`config.mk`:
```
export PLATFORM = sky130hd
export DESIGN_NAME = mac_frame_generator
export DESIGN_NICKNAME = d
export VERILOG_FILES = /design/src/rtl/mac_pkg.sv /design/src/rtl/mac_tx_crc64.sv /design/src/rtl/mac_frame_generator.sv
export SDC_FILE = /design/constraint.sdc
export NUM_CORES = 1
export LEC_CHECK = 0
export CORE_MARGIN = 2
export CORE_UTILIZATION = 40
export CTS_BUF_LIST = sky130_fd_sc_hd__clkbuf_4
export CTS_CLUSTER_SIZE = 14
export DETAILED_ROUTE_END_ITERATION = 6
export SYNTH_ARGS = -nofsm -noshare
export SYNTH_HDL_FRONTEND = slang
export SYNTH_HIERARCHICAL = 1
export SYNTH_SLANG_ARGS = --single-unit
```
`constraint.sdc`:
```
create_clock -name clk -period 40.2 [get_ports clk]
set_clock_uncertainty 0.2 [all_clocks]
set_input_delay 8.04 -clock clk [delete_from_list [all_inputs] [get_ports clk]]
set_output_delay 8.04 -clock clk [all_outputs]
set_load 0.05 [all_outputs]
```
`src/rtl/mac_pkg.sv`:
```
// mac_pkg: frame layout constants, FSM state codes and the CRC-32 byte step shared by the TX path.
package mac_pkg;
  localparam logic [7:0] IDLE_CODE = 8'h07;
  localparam logic [7:0] START_CODE = 8'hFB;
  localparam logic [7:0] TERM_CODE = 8'hFD;
  localparam logic [7:0] PREAMBLE_CODE = 8'h55;
  localparam logic [7:0] SFD_CODE = 8'hD5;
  localparam logic [47:0] DST_ADDR_CODE = 48'hFFFFFFFFFFFF;
  localparam logic [47:0] SRC_ADDR_CODE = 48'h123456789ABC;
  localparam int PREAMBLE_SIZE = 6;
  localparam int DA_SIZE = 6;
  localparam int SA_SIZE = 6;
  localparam int LENGTH_TYPE = 2;
  localparam int FCS_SIZE = 4;
  localparam int MIN_MAC_CLIENT_DATA = 46;
  localparam int MAX_MAC_CLIENT_DATA = 1500;
  // absolute byte offsets, counting the START character as byte 0
  localparam int DA_START = 2 + PREAMBLE_SIZE;
  localparam int SA_START = DA_START + DA_SIZE;
  localparam int LEN_START = SA_START + SA_SIZE;
  localparam int PAY_START = LEN_START + LENGTH_TYPE;
  localparam logic [1:0] ST_IDLE = 2'd0;
  localparam logic [1:0] ST_PRE = 2'd1;
  localparam logic [1:0] ST_BODY = 2'd2;
  localparam logic [1:0] ST_TERM = 2'd3;
  localparam logic [31:0] CRC_POLY = 32'hEDB88320;
  function automatic logic [31:0] crc32_byte(input logic [31:0] crc, input logic [7:0] data);
    logic [31:0] c;
    c = crc ^ {24'h0, data};
    for (int i = 0; i < 8; i++) c = c[0] ? (c >> 1) ^ CRC_POLY : c >> 1;
    return c;
  endfunction
endpackage

```
`src/rtl/mac_tx_crc64.sv`:
```
// mac_tx_crc64: one-cycle CRC-32 step over up to eight byte lanes, lane 0 first.
module mac_tx_crc64
  import mac_pkg::*;
(
  input  logic [31:0] crc_in,
  input  logic [63:0] data,
  input  logic [7:0]  lane_en,
  output logic [31:0] crc_out
);
  always_comb begin
    crc_out = crc_in;
    for (int l = 0; l < 8; l++) crc_out = lane_en[l] ? crc32_byte(crc_out, data[8*l+:8]) : crc_out;
  end
endmodule

```
`src/rtl/mac_frame_generator.sv`:
```
// mac_frame_generator: builds one Ethernet frame per request on a 64-bit data/ctrl bus.
module mac_frame_generator
  import mac_pkg::*;
#(
  parameter int DATA_WIDTH = 64,
  parameter int CTRL_WIDTH = 8
) (
  input  logic                  clk,
  input  logic                  i_rst_n,
  input  logic                  i_start,
  input  logic [10:0]           i_payload_len,
  input  logic [7:0]            i_seed,
  output logic [DATA_WIDTH-1:0] o_tx_data,
  output logic [CTRL_WIDTH-1:0] o_tx_ctrl,
  output logic                  o_frame_valid,
  output logic                  o_busy,
  output logic                  o_done,
  output logic                  o_len_err
);
  logic [1:0] state;
  logic [7:0] wcnt, w, seed_q, crc_en, gen_ctrl;
  logic [10:0] len_q, p, t;
  logic [31:0] crc_q, crc_next;
  logic [63:0] data_w, gen_data;
  logic req, last;
  // w is the index of the word being built; the word on the bus is wcnt
  assign w = wcnt + 8'd1;
  assign p = len_q < 11'(MIN_MAC_CLIENT_DATA) ? 11'(MIN_MAC_CLIENT_DATA) : len_q;
  assign t = p + 11'(PAY_START + FCS_SIZE);
  assign last = w == t[10:3];
  assign req = i_start && !o_busy;
  for (genvar l = 0; l < 8; l++) begin : g_lane
    logic [10:0] b, k;
    logic [1:0] f;
    assign b = {w, 3'(l)};
    assign k = b - 11'(PAY_START);
    assign f = 2'(k - p);
    assign data_w[8*l+:8] = b < 11'(SA_START) ? 8'(DST_ADDR_CODE >> {b - 11'(DA_START), 3'b0})
                          : b < 11'(LEN_START) ? 8'(SRC_ADDR_CODE >> {b - 11'(SA_START), 3'b0})
                          : b < 11'(PAY_START) ? (b[0] ? {5'd0, len_q[10:8]} : len_q[7:0])
                          : k < len_q ? seed_q + k[7:0] : 8'h00;
    assign crc_en[l] = b < p + 11'(PAY_START);
    // FCS lanes read the running CRC; once all data lanes are past it equals the registered value
    assign gen_data[8*l+:8] = crc_en[l] ? data_w[8*l+:8]
                            : b < t ? 8'(~crc_next >> {f, 3'b0})
                            : b == t ? TERM_CODE : IDLE_CODE;
    assign gen_ctrl[l] = b >= t;
  end
  mac_tx_crc64 u_crc (
    .crc_in(crc_q),
    .data(data_w),
    .lane_en(crc_en),
    .crc_out(crc_next)
  );
  always_ff @(posedge clk or negedge i_rst_n) begin
    if (!i_rst_n) begin
      state <= ST_IDLE;
      wcnt <= '0;
      len_q <= '0;
      seed_q <= '0;
      crc_q <= '1;
      o_tx_data <= {8{IDLE_CODE}};
      o_tx_ctrl <= '1;
      o_frame_valid <= 1'b0;
      o_busy <= 1'b0;
      o_done <= 1'b0;
      o_len_err <= 1'b0;
    end else if (state == ST_IDLE) begin
      o_done <= 1'b0;
      o_len_err <= req && i_payload_len > 11'(MAX_MAC_CLIENT_DATA);
      if (req && i_payload_len <= 11'(MAX_MAC_CLIENT_DATA)) begin
        state <= ST_PRE;
        wcnt <= '0;
        len_q <= i_payload_len;
        seed_q <= i_seed;
        crc_q <= '1;
        o_tx_data <= {SFD_CODE, {PREAMBLE_SIZE{PREAMBLE_CODE}}, START_CODE};
        o_tx_ctrl <= 8'h01;
        o_frame_valid <= 1'b1;
        o_busy <= 1'b1;
      end else begin
        o_tx_data <= {8{IDLE_CODE}};
        o_tx_ctrl <= '1;
        o_frame_valid <= 1'b0;
        o_busy <= 1'b0;
      end
    end else begin
      state <= last ? ST_IDLE : (w + 8'd1 == t[10:3] && t[2:0] == 3'd0) ? ST_TERM : ST_BODY;
      wcnt <= w;
      crc_q <= crc_next;
      o_tx_data <= gen_data;
      o_tx_ctrl <= gen_ctrl;
      o_frame_valid <= 1'b1;
      o_busy <= 1'b1;
      o_done <= last;
      o_len_err <= 1'b0;
    end
  end
endmodule

```
==> impl_table.tex <==
\begin{tabular}{lr}
\hline
Metric & Value \\
\hline
\multicolumn{2}{l}{\textbf{Global route}} \\
\quad Initial antenna violation count & 1 \\
\quad GRT Util Overall & 0.309 \\
\quad First-pass GRT wire length & between 100 and 150 mm \\
\quad Largest net degree at the start of global routing & 83 \\
\quad Via count of the first global-routing pass & $\sim$21000 \\
\quad Overall overflow remaining after global route & 0 \\
\multicolumn{2}{l}{\textbf{Detailed routing}} \\
\quad Detailed-routing wirelength on met1 & between 40 and 50 mm \\
\quad DR pass1 iterations & 7 \\
\quad DR iter-0 viols & 2631 \\
\quad Post-route antenna net violation count & 0 \\
\quad Routed length per placed instance & between 20 and 30 µm \\
\quad DRC viols & 0 \\
\quad Met2 wire length & roughly 44 mm \\
\quad Top routing layer used & met4 \\
\quad Vias & between 20000 and 25000 \\
\quad Via density & around 6.2 \\
\quad Total Wirelength & 96.2 mm \\
\quad Met3 wire length & 6.60 mm \\
\multicolumn{2}{l}{\textbf{Setup path}} \\
\quad Category of the critical setup timing path & reg -> reg \\
\quad Largest driver fanout on the critical path & 22 \\
\quad CP required & 40550 ps \\
\quad Critical Path AT & around 18000 ps \\
\quad Delay of the slowest critical-path stage & about 910 ps \\
\quad Critical path endpoint category & flip-flop \\
\quad Most frequent CP cell & mux2i\_1 \\
\quad Startpoint Class & flip-flop \\
\quad Slowest library cell on the worst path & dfrtp\_1 \\
\multicolumn{2}{l}{\textbf{Yosys}} \\
\quad Synth Register Bits & 136 \\
\quad Net count of the mapped netlist & 2960 \\
\quad Async S/R FF share, synth & 1.00 \\
\quad Area of the mapped netlist & 0.0239 mm² \\
\quad Share of synthesized area occupied by flip-flops and latches & 0.146 \\
\quad Cell variety after synth & around 130 \\
\quad Per-instance average area after synthesis & 8.33 µm² \\
\quad Post-synth EDFFs & 0 \\
\quad Yosys warns & 6 \\
\quad Cell count after synthesis & between 2000 and 3000 \\
\quad Most used DFF post-synth & dfrtp\_1 \\
\multicolumn{2}{l}{\textbf{Status}} \\
\quad Status & finished clean \\
\multicolumn{2}{l}{\textbf{Flow run}} \\
\quad Number of max-capacitance violations reported & 0 \\
\multicolumn{2}{l}{\textbf{Placed design}} \\
\quad Placer's final routability congestion estimate & 1.03 \\
\quad Final HPWL DP & between 70 and 80 mm \\
\quad Number of buffer cells added on primary ports & between 90 and 100 \\
\multicolumn{2}{l}{\textbf{Floorplan}} \\
\quad Number of cell rows & 89 \\
\quad Die Y & $\sim$250 µm \\
\quad Die Outline Area & 0.0617 mm² \\
\quad Initial cell density of the core & 0.405 \\
\quad I/O pin cnt & between 90 and 100 \\
\quad Area of the placeable core & 0.0590 mm² \\
\quad Horizontal die dimension & 248 µm \\
\multicolumn{2}{l}{\textbf{Clock network}} \\
\quad Clk root buf & clkbuf\_4 \\
\quad Hold buffers post-CTS & 0 \\
\quad TritonCTS buffer count & 17 \\
\quad Worst-path clk slew & 180 ps \\
\quad Latest clock arrival within the worst-skew pair & slightly above 600 ps \\
\quad CTS tree & built \\
\quad Clk buf depth & 2 \\
\quad Count of clock tree sinks & 136 \\
\quad Cts repair resizes & 0 \\
\quad Number of H-tree levels & 4 \\
\quad Number of post-CTS setup repair buffers & 0 \\
\multicolumn{2}{l}{\textbf{STA}} \\
\quad Shortest clock period the worst path allows after layout & around 18000 ps \\
\quad Fraction of the cycle the final worst path needs & 0.446 \\
\quad Worst slew margin relative to its limit & 0.0980 \\
\quad Final setup TNS & 0 ps \\
\quad Count of final hold-check violations & 0 \\
\quad Achievable Freq & $\sim$0.056 GHz \\
\quad Total of endpoints with negative setup slack in the final report & 0 \\
\quad Max Slew Vio Count & 0 \\
\quad Setup repair after global routing missed its margin & no \\
\quad Worst Tran Pin Value & around 1300 ps \\
\multicolumn{2}{l}{\textbf{Final layout}} \\
\quad Share of layout cells above drive strength 1 & 0.104 \\
\quad Area of combinational cells with multiple inputs & 0.0195 mm² \\
\quad Filler instances & 5939 \\
\quad Nets@finish & around 3000 \\
\quad Area growth syn-to-layout & 7.86\% \\
\quad Total area of sequential cells & 0.00348 mm² \\
\multicolumn{2}{l}{\textbf{Hold path}} \\
\quad Hold Path Class & reg -> reg \\
\hline
\end{tabular}
[Yosys cell counts, types with 19 or more instances]
master    instances  area, µm²
xnor2_1         336       2940
nor2_1          271       1020
nand2_1         231        867
a21oi_1         223       1120
mux2i_1         162       1620
o21ai_0         143        716
xor2_1          134       1170
clkbuf_1         91        342
nand3_1          76        380
dfrtp_1          72       1800
xnor3_1          72       1620
ha_1             70        876
dfstp_2          64       1680
nor3_1           62        310
inv_1            58        218
a211oi_1         49        368
buf_2            35        175
and2_1           34        213
nor2b_1          33        206
mux2_2           30        338
a21o_1           29        218
a31oi_1          27        169
or3_1            25        156
buf_1            23       86.3
o21ai_1          23        115
nand2b_1         22        138
nand4_1          19        119
o31ai_1          19        143
xnor2_2          19        309
xor3_1           19        452
[final cells by class]
type | instances | share of cell area
timing repair buffer | 136 | 0.0491
antenna | 1 | 0.0000972
clock buffer | 17 | 0.00496
inverter | 66 | 0.00972
tap | 773 | 0.0376
sequential | 136 | 0.135
multi-input combinational | 2504 | 0.756
clock inverter | 15 | 0.00704
[path summary, 6_finish.rpt]
path,from,end,slack [ps],cells after the start
max,wcnt[0],o_tx_data[17],22290,46
min,seed_q[7],seed_q[7],350,2
max reg2reg,wcnt[0],o_tx_data[17],22290,46
min reg2reg,seed_q[7],seed_q[7],350,2
max in group asynchronous,i_rst_n,o_tx_data[22],31230,2
min in group asynchronous,i_rst_n,o_tx_data[59],7170,1
[sequential cells by signal (all words and copies together) (netlist names)]
register,flops
len_q,11
seed_q,8
state,2
o_tx_data,64
o_len_err,1
o_busy,1
crc_q,32
o_tx_ctrl,8
o_done,1
wcnt,8
[per-layer routing]
metal / vias up / global-route usage
met2: 1070 / 0.497
met3: 221 / 0.0317
met5: - / 0
li1: 10300 / -
met1: 11000 / 0.426
met4: 0 / 0.118
[cells in the final DEF, fill, tap and decap left out, drive strengths merged, types with 75 or more instances in the layout]
master	synthesis	final
xnor2	361	361
nor2	272	272
nand2	235	235
a21oi	227	227
o21ai	172	172
mux2i	170	170
xor2	143	143
clkdlybuf4s50	0	96
nand3	76	76
xnor3	75	75
[critical path: cells and delay by family, from the launching register on]
family	cells	cell delay (ps)
adder cells (fa/ha/maj)	3	1080
multiplexers	6	2410
flip-flops	1	910
XOR/XNOR	12	4800
buffers and inverters	1	190
AND/OR/NAND/NOR	10	4200
AO/OA/AOI/OAI	14	4010
[through the flow]
| step | instance area [µm²] | util | cells | hold WS, ps | worst slack [ps] |
|---|---|---|---|---|---|
| final | 25800 | 0.436 | 3648 | 351 | 22290 |
| after global routing | 25800 | 0.436 | 3647 | 372 | 21400 |
| after CTS | 25800 | 0.436 | 3647 | 355 | 22840 |
| after detailed placement | 25400 | 0.431 | 3615 | 316 | 22880 |
| after global placement | 25400 | 0.431 | 3615 | 317 | 23110 |
| after floorplan | 23900 | - | 2866 | 281 | 26720 |
[cell families after synthesis]
| logic type | share of synthesized area |
|---|---|
| XOR/XNOR | 0.290 |
| multiplexers | 0.0891 |
| flip-flops | 0.146 |
| AND/OR/NAND/NOR | 0.186 |
| AO/OA/AOI/OAI | 0.210 |
| adder cells (fa/ha/maj) | 0.0384 |
| buffers and inverters | 0.0401 |
Power is not shown: default switching activity piles up to over one toggle a cycle in this logic, so the estimate is an artifact.
